[src/rtl/mdu_pkg.sv]
// Shared types and constants for the multiply/divide unit. Also provides the
// project-wide width and func-code defines when no defines header has set them.
`ifndef W_FUNC
`define W_FUNC 4
`endif
`ifndef W_DATA
`define W_DATA 32
`endif
`ifndef FUNC_ADD
`define FUNC_ADD 4'd0
`endif
`ifndef FUNC_MUL
`define FUNC_MUL 4'd1
`endif
`ifndef FUNC_DIV
`define FUNC_DIV 4'd2
`endif

package mdu_pkg;
  typedef enum logic [1:0] {
    ST_IDLE = 2'd0,
    ST_MUL  = 2'd1,
    ST_DIV  = 2'd2,
    ST_DONE = 2'd3
  } mdu_state_t;

  localparam int DIV_ITERS = 32;
  localparam int CNT_W     = 6;

  // Magnitude of a 32-bit operand; unsigned operands pass through.
  function automatic logic [31:0] mag(input logic [31:0] v, input logic is_signed);
    return (is_signed && v[31]) ? (32'd0 - v) : v;
  endfunction
endpackage

[src/rtl/div_iter.sv]
// Iterative radix-2 restoring divider on operand magnitudes; one quotient bit
// per step, with the quotient/remainder sign fixups applied at the outputs.
module div_iter
  import mdu_pkg::*;
(
  input  logic        clk,
  input  logic        resetn,
  input  logic        load,
  input  logic        step,
  input  logic        sign,
  input  logic [31:0] dividend,
  input  logic [31:0] divisor,
  output logic [31:0] quotient,
  output logic [31:0] remainder
);

  logic [31:0] rem_q, quo_q, dvs_q;
  logic        neg_q_q, neg_r_q;
  logic [32:0] trial;
  logic        ge;
  logic [31:0] rem_next;

  // Trial subtraction is 33 bits wide because the shifted partial remainder
  // can exceed 32 bits before the subtract brings it back below the divisor.
  always_comb begin
    trial    = {rem_q, quo_q[31]};
    ge       = (trial >= {1'b0, dvs_q});
    rem_next = ge ? (trial[31:0] - dvs_q) : trial[31:0];
  end

  always_ff @(posedge clk) begin
    if (!resetn) begin
      rem_q   <= '0;
      quo_q   <= '0;
      dvs_q   <= '0;
      neg_q_q <= 1'b0;
      neg_r_q <= 1'b0;
    end else if (load) begin
      rem_q   <= '0;
      quo_q   <= mag(dividend, sign);
      dvs_q   <= mag(divisor, sign);
      neg_q_q <= sign & (dividend[31] ^ divisor[31]);
      neg_r_q <= sign & dividend[31];
    end else if (step) begin
      rem_q <= rem_next;
      quo_q <= {quo_q[30:0], ge};
    end
  end

  assign quotient  = neg_q_q ? (32'd0 - quo_q) : quo_q;
  assign remainder = neg_r_q ? (32'd0 - rem_q) : rem_q;

endmodule

[src/rtl/mdu_ctrl.sv]
// Multiply/divide sequencer for the EX stage: MUL/DIV/DONE FSM, product, HI/LO writes.
// Build option MDU_DIVZERO_FAST_EN: divide by zero skips the iterations and goes to DONE.
module mdu_ctrl
  import mdu_pkg::*;
#(
  parameter int MUL_CYCLES = 2
) (
  input  logic                clk,
  input  logic                resetn,
  input  logic                start,
  input  logic [`W_FUNC-1:0]  func,
  input  logic                sign,
  input  logic [`W_DATA-1:0]  source_a,
  input  logic [`W_DATA-1:0]  source_b,
  input  logic                flush,
  output logic                stall,
  output logic                busy,
  output logic                hi_write,
  output logic                lo_write,
  output logic [`W_DATA-1:0]  hi_write_data,
  output logic [`W_DATA-1:0]  lo_write_data,
  output mdu_state_t          dbg_state
);

  // Handshake: a request is accepted only in IDLE when start=1 with a MUL/DIV
  // func and no flush; stall is raised in that same cycle and held through
  // MUL/DIV, drops in DONE (the one-cycle HI/LO write), and flush always wins.

  mdu_state_t       state_q, state_d;
  logic [CNT_W-1:0] count_q, count_d;
  logic [31:0]      a_q, b_q;
  logic             sign_q, is_div_q;
  logic             accept, wr, div_load, div_step, is_mul_req, is_div_req;
  logic [63:0]      product;
  logic [31:0]      quotient, remainder;
  logic [31:0]      hi_d, lo_d;
  logic             stall_raw;
`ifdef MDU_DIVZERO_FAST_EN
  logic             dz_q;
`endif

  assign is_mul_req = start && (func == `FUNC_MUL);
  assign is_div_req = start && (func == `FUNC_DIV);

  always_comb begin
    state_d   = state_q;
    count_d   = count_q;
    stall_raw = 1'b0;
    accept    = 1'b0;
    wr        = 1'b0;
    div_load  = 1'b0;
    div_step  = 1'b0;
    case (state_q)
      ST_IDLE: begin
        if ((is_mul_req || is_div_req) && !flush) begin
          accept    = 1'b1;
          stall_raw = 1'b1;
          if (is_mul_req) begin
            state_d = ST_MUL;
            count_d = CNT_W'(MUL_CYCLES);
          end else begin
            div_load = 1'b1;
            state_d  = ST_DIV;
            count_d  = CNT_W'(DIV_ITERS);
`ifdef MDU_DIVZERO_FAST_EN
            if (source_b == '0) begin
              state_d = ST_DONE;
              count_d = '0;
            end
`endif
          end
        end
      end
      ST_MUL: begin
        stall_raw = 1'b1;
        count_d   = count_q - 1'b1;
        if (count_q == CNT_W'(1)) state_d = ST_DONE;
      end
      ST_DIV: begin
        stall_raw = 1'b1;
        div_step  = 1'b1;
        count_d   = count_q - 1'b1;
        if (count_q == CNT_W'(1)) state_d = ST_DONE;
      end
      ST_DONE: begin
        wr      = 1'b1;
        count_d = '0;
        state_d = ST_IDLE;
      end
      default: state_d = ST_IDLE;
    endcase
    if (flush) begin
      stall_raw = 1'b0;
      wr        = 1'b0;
      div_step  = 1'b0;
      count_d   = '0;
      state_d   = ST_IDLE;
    end
  end

  always_ff @(posedge clk) begin
    if (!resetn) begin
      state_q  <= ST_IDLE;
      count_q  <= '0;
      a_q      <= '0;
      b_q      <= '0;
      sign_q   <= 1'b0;
      is_div_q <= 1'b0;
    end else begin
      state_q <= state_d;
      count_q <= count_d;
      if (accept) begin
        a_q      <= source_a;
        b_q      <= source_b;
        sign_q   <= sign;
        is_div_q <= is_div_req;
      end
    end
  end

`ifdef MDU_DIVZERO_FAST_EN
  always_ff @(posedge clk) begin
    if (!resetn)    dz_q <= 1'b0;
    else if (accept) dz_q <= is_div_req && (source_b == '0);
  end
`endif

  // Sign-extending both operands to 64 bits makes the low 64 bits of the
  // unsigned product equal to the signed product.
  always_comb begin
    product = {{32{sign_q & a_q[31]}}, a_q} * {{32{sign_q & b_q[31]}}, b_q};
  end

  div_iter u_div_iter (
    .clk       (clk),
    .resetn    (resetn),
    .load      (div_load),
    .step      (div_step),
    .sign      (sign),
    .dividend  (source_a),
    .divisor   (source_b),
    .quotient  (quotient),
    .remainder (remainder)
  );

  always_comb begin
    hi_d = product[63:32];
    lo_d = product[31:0];
    if (is_div_q) begin
      hi_d = remainder;
      lo_d = quotient;
    end
`ifdef MDU_DIVZERO_FAST_EN
    if (dz_q) begin
      hi_d = a_q;
      lo_d = 32'hFFFF_FFFF;
    end
`endif
  end

  assign stall         = stall_raw & resetn;
  assign busy          = (state_q != ST_IDLE);
  assign hi_write      = wr & resetn;
  assign lo_write      = wr & resetn;
  assign hi_write_data = hi_write ? hi_d : '0;
  assign lo_write_data = lo_write ? lo_d : '0;
  assign dbg_state     = state_q;

endmodule

[config.mk]
export PLATFORM = sky130hd
export DESIGN_NAME = mdu_ctrl
export DESIGN_NICKNAME = d
export VERILOG_FILES = /design/src/rtl/mdu_pkg.sv /design/src/rtl/div_iter.sv /design/src/rtl/mdu_ctrl.sv
export SDC_FILE = /design/constraint.sdc
export NUM_CORES = 2
export LEC_CHECK = 0
export CAP_MARGIN = 5
export CORE_ASPECT_RATIO = 1.25
export CORE_MARGIN = 4
export CORE_UTILIZATION = 39
export DETAILED_ROUTE_END_ITERATION = 16
export HOLD_SLACK_MARGIN = 0.08
export PLACE_DENSITY = 0.61
export SETUP_SLACK_MARGIN = 0.2
export SYNTH_ARGS = -nofsm -noshare
export SYNTH_HDL_FRONTEND = slang
export SYNTH_SLANG_ARGS = --single-unit
[constraint.sdc]
create_clock -name clk -period 11.15 [get_ports clk]
set_input_delay 1.115 -clock clk [delete_from_list [all_inputs] [get_ports clk]]
set_output_delay 1.115 -clock clk [all_outputs]
set_load 0.005 [all_outputs]
-- Yosys cells after proc, flatten, opt, wreduce, memory -nomap -nowiden
Index checks and enable logic that the tools add are counted.
- bits of input ports: 73
- flip-flop bits (word level): 172
- word-level logic and storage cells: 78
- reduce and logical (&&, ||, !) cells: 14
- bitwise logic cells: 8
- mux-type cells: 29
- add/subtract/negate cells: 6
- $lt $le $gt $ge: 1
- eq/ne operators: 8
- multipliers: 1
- operators by type and width (cell ; number):
    $mux W32 ; 11
    $sub A1 B32 Y32 const A ; 4
    $mul A33 B33 Y64 ; 1
    $ge A33 B32 Y1 ; 1
    $sub A32 B32 Y32 ; 1
    $pmux W6 S3 ; 1
    $mux W6 ; 2
    $mux W1 ; 10
    $and A1 B1 Y1 ; 6
    $eq A6 B1 Y1 const B ; 1
    $mux W2 ; 3
    $pmux W2 S3 ; 1
    $reduce_or A2 Y1 ; 3
    $sub A6 B1 Y6 const B ; 1
    $logic_and A1 B1 Y1 ; 5
    $eq A2 B2 Y1 const B ; 2
    $eq A4 B1 Y1 const B ; 1
    $eq A4 B2 Y1 const B ; 1
    $reduce_bool A2 Y1 ; 2
    $eq A2 B1 Y1 const B ; 1
    $logic_not A2 Y1 ; 1
    $ne A2 B1 Y1 const B ; 1
    $ne A2 B2 Y1 const B ; 1
    $pmux W1 S2 ; 1
    other kinds (5) ; 5

-- Longest topological paths before layout
- depth after elaboration: 8
- gate-level depth with buffers: 30

-- By module
Synthesis repeated with hierarchy kept, for this count alone.
- cell total of the unflattened synthesis: 5805
- area, all modules: 50246.9 µm²
- by module, submodules not included (module ; instances ; cells an instance ; sequential area each (µm²) ; area each (µm²)):
    mdu_ctrl ; 1 ; 4712 ; 1481.4 ; 41835.1
    div_iter ; 1 ; 1093 ; 1961.9 ; 8411.8

-- Least setup slack after synthesis
Ideal clock, no wire load.
- kind: register to output
- start point: register a_q[31]
- end point: output port hi_write_data[30]
- cell stages (with the launch flop): 29
- required time: 10.035 ns
- arrival time: 7.612 ns
- setup slack: 2.423 ns
- path buffers: 3
- cell sequence: dfxtp_1 -> clkbuf_1 -> and2_1 -> clkbuf_1 -> nand2_1 -> inv_1 -> fa_1 -> inv_1 -> fa_1 -> inv_1 -> fa_1 -> fa_1 -> inv_1 -> fa_1 -> inv_1 -> fa_1 -> inv_1 -> fa_1 -> fa_1 -> inv_1 -> ha_1 -> clkbuf_1 -> o21ai_0 -> a221o_1 -> and3_1 -> o221ai_1 -> o21ai_0 -> xor2_1 -> o22ai_1
- longest elaborated chain between the ends: 4
- ends and longest elaborated chain (what ; line ; source):
    start, declared ; mdu_ctrl.sv:31 ; logic [31:0] a_q, b_q;
    start signal, assigned ; mdu_ctrl.sv:113 ; a_q <= source_a;
    $and A1 B1 Y1 ; mdu_ctrl.sv:131 ; product = {{32{sign_q & a_q[31]}}, a_q} * {{32{sign_q & b_q[31]}}, b_q};
    $mul A33 B33 Y64 * ; mdu_ctrl.sv:131 ;
    $mux W32 * ; mdu_ctrl.sv:149 ; if (is_div_q) begin
    $mux W32 * ; mdu_ctrl.sv:165 ; assign hi_write_data = hi_write ? hi_d : '0;
    end, declared ; mdu_ctrl.sv:20 ; output logic [`W_DATA-1:0] hi_write_data,
Mark *: on every way between the ends. The rest lies on a longest branch, timed or not.

-- Final worst setup path
- start point: register b_q[13]
- end point: output port hi_write_data[29]
- longest elaborated chain between the ends: 3
- ends and longest elaborated chain (what ; line ; source):
    start, declared ; mdu_ctrl.sv:31 ;
    start signal, assigned ; mdu_ctrl.sv:114 ; b_q <= source_b;
    $mul A33 B33 Y64 ; mdu_ctrl.sv:131 ;
    $mux W32 ; mdu_ctrl.sv:149 ;
    $mux W32 ; mdu_ctrl.sv:165 ;
No other way between the ends.

==> impl_results.md <==
- Post-route clock period utilization: 95.6%
- Post-CTS sizing: 10
- Slowest stage cell, crit path: dfxtp_2
- Mapped Nets: 7296
- Pleak: 0.0259 µW
- Area Growth Syn to Fin: 8.08%
- Root Buffer: clkbuf_16
- VDD IR max: 0.109 mV
- Layout fillers: 12800
- Pre-CTS setup slack: 0.642 ns
- R2R cell count: 12
- Vias in the first global route: 41500
- Die Y-Extent: 408 µm
- Hpwl dp: 125 mm
- Port bufs: 142
- Routed Antenna Nets: 0
- Top cell by count, worst path: fa_1
- FFs w/ async S/R, synth: 0%
- Critical Path Source Type: flip-flop
- Avg WL per Cell: 19.8 µm
- Hold Slack: 0.470 ns
- Origin of the worst setup path: b_q[13]
- Mapped Avg Cell Area: 8.56 µm²
- Placed Instances: 7482
- Tot Pwr: 1820 µW
- Final std cells w/o fill: 7517
- RSZ-0062 raised after global routing: true
- First-pass GRT wire length: 240 mm
- Multi-input gate area: 40900 µm²
- Pins over their slew limit: 0
- GPL Wtd Cong: 0.993
- Initial DRC count: 2594
- RR Startpoint: u_div_iter.dvs_q[11]
- Critical Path RT: 10.04 ns
- Outcome: finished clean
- Total gr overflow: 0
- Hold endpoint: b_q[23]
- Pin count of the biggest net entering global routing: 81
- CTS Sinks: 172
- Total CTS buffers: 17
- Number of synthesized flops with an enable pin: 0
- CP max FO: 21
- Yosys cell types: 77
- Maximum clock insertion buffer count: 2
- Syn. warnings: 0
- Worst Hold Depth: 2
- Min Tclk post-route: 10.66 ns
- Seq/Total Area, Yosys: 6.88%
- Drt pass-1 iters: 6
- Final hold viol count: 0
- CTS tree: done
- Chip width: 328 µm
- DR vias: 39100
- Clock slew at the register clock pins of the worst setup and hold paths: 0.08 ns
- I/O pin cnt: 143
- Clk_lat worst skew: 0.51 ns
- Synth Cell Area: 50000 µm²
- Hold_sp: b_q[23]
- Max_cap viols: 0
- PwrDens: 33.7 nW/µm²
- Max Freq: 0.0938 GHz
- H-tree depth: 4
- Register-to-Register Setup Slack: 7.37 ns
- Clock skew: 0.0165 ns
- Cells after Synth: 5843
- Final setup viols: 0
- RR Endpoint: u_div_iter.rem_q[29]
- Worst-Margin Slew: 1.21 ns
- Count of state elements after synthesis: 172
- Post-CTS Hold Buffers: 0
- Delay of the slowest cell on the worst path: 0.69 ns
- Core area: 127000 µm²
- Postcts setup bufs: 0
- Setup TNS: 0 ns
- Drt drc: 0
- Drt via density: 5.21
- Final nets: 7252
- Hold WC Path Type: flip-flop to flip-flop
- Max-slew headroom: 19.4%
- Seq. cell area: 3490 µm²
- Dominant synthesized flop cell: dfxtp_1
- Final setup margin: 0.491 ns
- Crit end category: output port
- Worst EP arrival: 9.54 ns
- Routed Wire Length: 149 mm
- Setup CP Type: flip-flop to output port
- Die area: 134000 µm²
- Row cnt: 146
- Starting Density: 39.4%
- GRT Util Overall: 22.7%
- Proportion of layout cells with a drive suffix above 1: 4.18%
- Antenna violations before repair: 3
-- kinds of logic after synthesis --
logic type / Yosys count / synth area share [%]
flops: 172 / 6.88
buf+inv: 1538 / 11.6
fa+ha+maj: 1380 / 51.4
xor+xnor: 201 / 3.52
compound gates: 651 / 9.03
mux: 24 / 0.480
simple gates: 1877 / 17.1
-- synth_stat cells (23+ instances only) --
| cell | number | area share [%] |
|---|---|---|
| and3_1 | 30 | 0.38 |
| o211ai_1 | 23 | 0.35 |
| xnor2_1 | 133 | 2.3 |
| xor2_1 | 68 | 1.2 |
| mux2i_1 | 24 | 0.48 |
| nand3_1 | 65 | 0.65 |
| o21ai_0 | 96 | 0.96 |
| dfxtp_1 | 172 | 6.9 |
| a21o_1 | 44 | 0.66 |
| o31ai_1 | 33 | 0.50 |
| nor3_1 | 35 | 0.35 |
| o211a_1 | 60 | 1.2 |
| clkbuf_1 | 322 | 2.4 |
| nand2_1 | 1059 | 7.9 |
| a21oi_1 | 143 | 1.4 |
| and2_1 | 363 | 4.5 |
| nor2_1 | 192 | 1.4 |
| a211oi_1 | 45 | 0.68 |
| fa_1 | 1126 | 45 |
| a21boi_0 | 75 | 1.1 |
| ha_1 | 254 | 6.4 |
| inv_1 | 1200 | 9.0 |
-- report_power, final --
group | total [µW] | leakage, µW | switching [µW] | internal [µW]
Sequential | 659 | 0.00141 | 32.7 | 626
Clock | 689 | 0.000308 | 339 | 350
Combinational | 476 | 0.0242 | 295 | 181
-- worst max-delay path, delay by kind of cell, from the launching register on --
kind / cells / cell delay (ns)
flops: 1 / 0.69
simple gates: 4 / 0.92
buf+inv: 7 / 1.28
compound gates: 7 / 1.59
fa+ha+maj: 9 / 4.55
-- routing by layer --
layer / global-route usage [%] / vias to the layer above / routed length, µm
met5: 0 / - / 0
met4: 7.22 / 0 / 5320
met3: 3.10 / 215 / 8640
met2: 37.9 / 1216 / 71400
met1: 30.8 / 20200 / 63500
li1: - / 17500 / -
-- per-stage QoR --
| stage | area, µm² | utilization, % |
|---|---|---|
| 2_1_floorplan | 50000 | - |
| 3_3_place_gp | 53400 | 42.0 |
| 3_5_place_dp | 53400 | 42.0 |
| 4_1_cts | 54000 | 42.5 |
| 5_1_grt | 54100 | 42.5 |
| 6_report | 54100 | 42.5 |
-- flip-flops by register name (all words and copies together) (netlist names) --
name	cells
a_q	32
b_q	32
count_q	6
dbg_state	2
is_div_q	1
sign_q	1
u_div_iter.dvs_q	32
u_div_iter.neg_q_q	1
u_div_iter.neg_r_q	1
u_div_iter.quo_q	32
u_div_iter.rem_q	32
-- layout by cell type (no fill, tap or decap), types with 15 or more instances in the layout --
master,synthesis,layout
dfxtp_1,172,136
o41ai_1,18,18
nand2_1,1059,1056
and3_1,30,30
a211oi_1,45,45
a21o_1,44,44
o21ai_0,96,95
a21oi_1,143,142
o211ai_1,23,23
clkbuf_16,0,17
nand3_1,65,65
a21boi_0,75,75
ha_1,254,254
nor4_1,16,15
or4_1,15,15
mux2i_1,24,24
o211a_1,60,60
buf_4,1,129
xnor2_1,133,133
nor3_1,35,34
inv_1,1200,1199
and2_1,363,363
dfxtp_2,0,34
clkdlybuf4s50_1,0,141
fa_1,1126,1124
nor2_1,192,191
a31oi_1,22,22
xor2_1,68,68
o31ai_1,33,33
or3_1,18,18
nand2b_1,18,17
-- layout make-up --
class | instances | share of cell area [%]
clock inverter | 14 | 0.359
multi-input combinational | 4133 | 75.6
sequential | 172 | 6.46
inverter | 1202 | 8.35
antenna | 3 | 0.0139
tap | 1702 | 3.94
timing repair buffer | 273 | 4.48
clock buffer | 18 | 0.812
-- how the worst max path moves through the flow --
stage,to,slack (ns),cells after the start
6_report,hi_write_data[29],0.49,27
5_1_grt,hi_write_data[29],0.20,27
4_1_cts,hi_write_data[29],0.21,27
3_5_place_dp,hi_write_data[29],0.64,27
3_3_place_gp,hi_write_data[29],0.67,27
2_1_floorplan,hi_write_data[30],2.42,28
No activity file was read; power rests on OpenSTA's default activity.
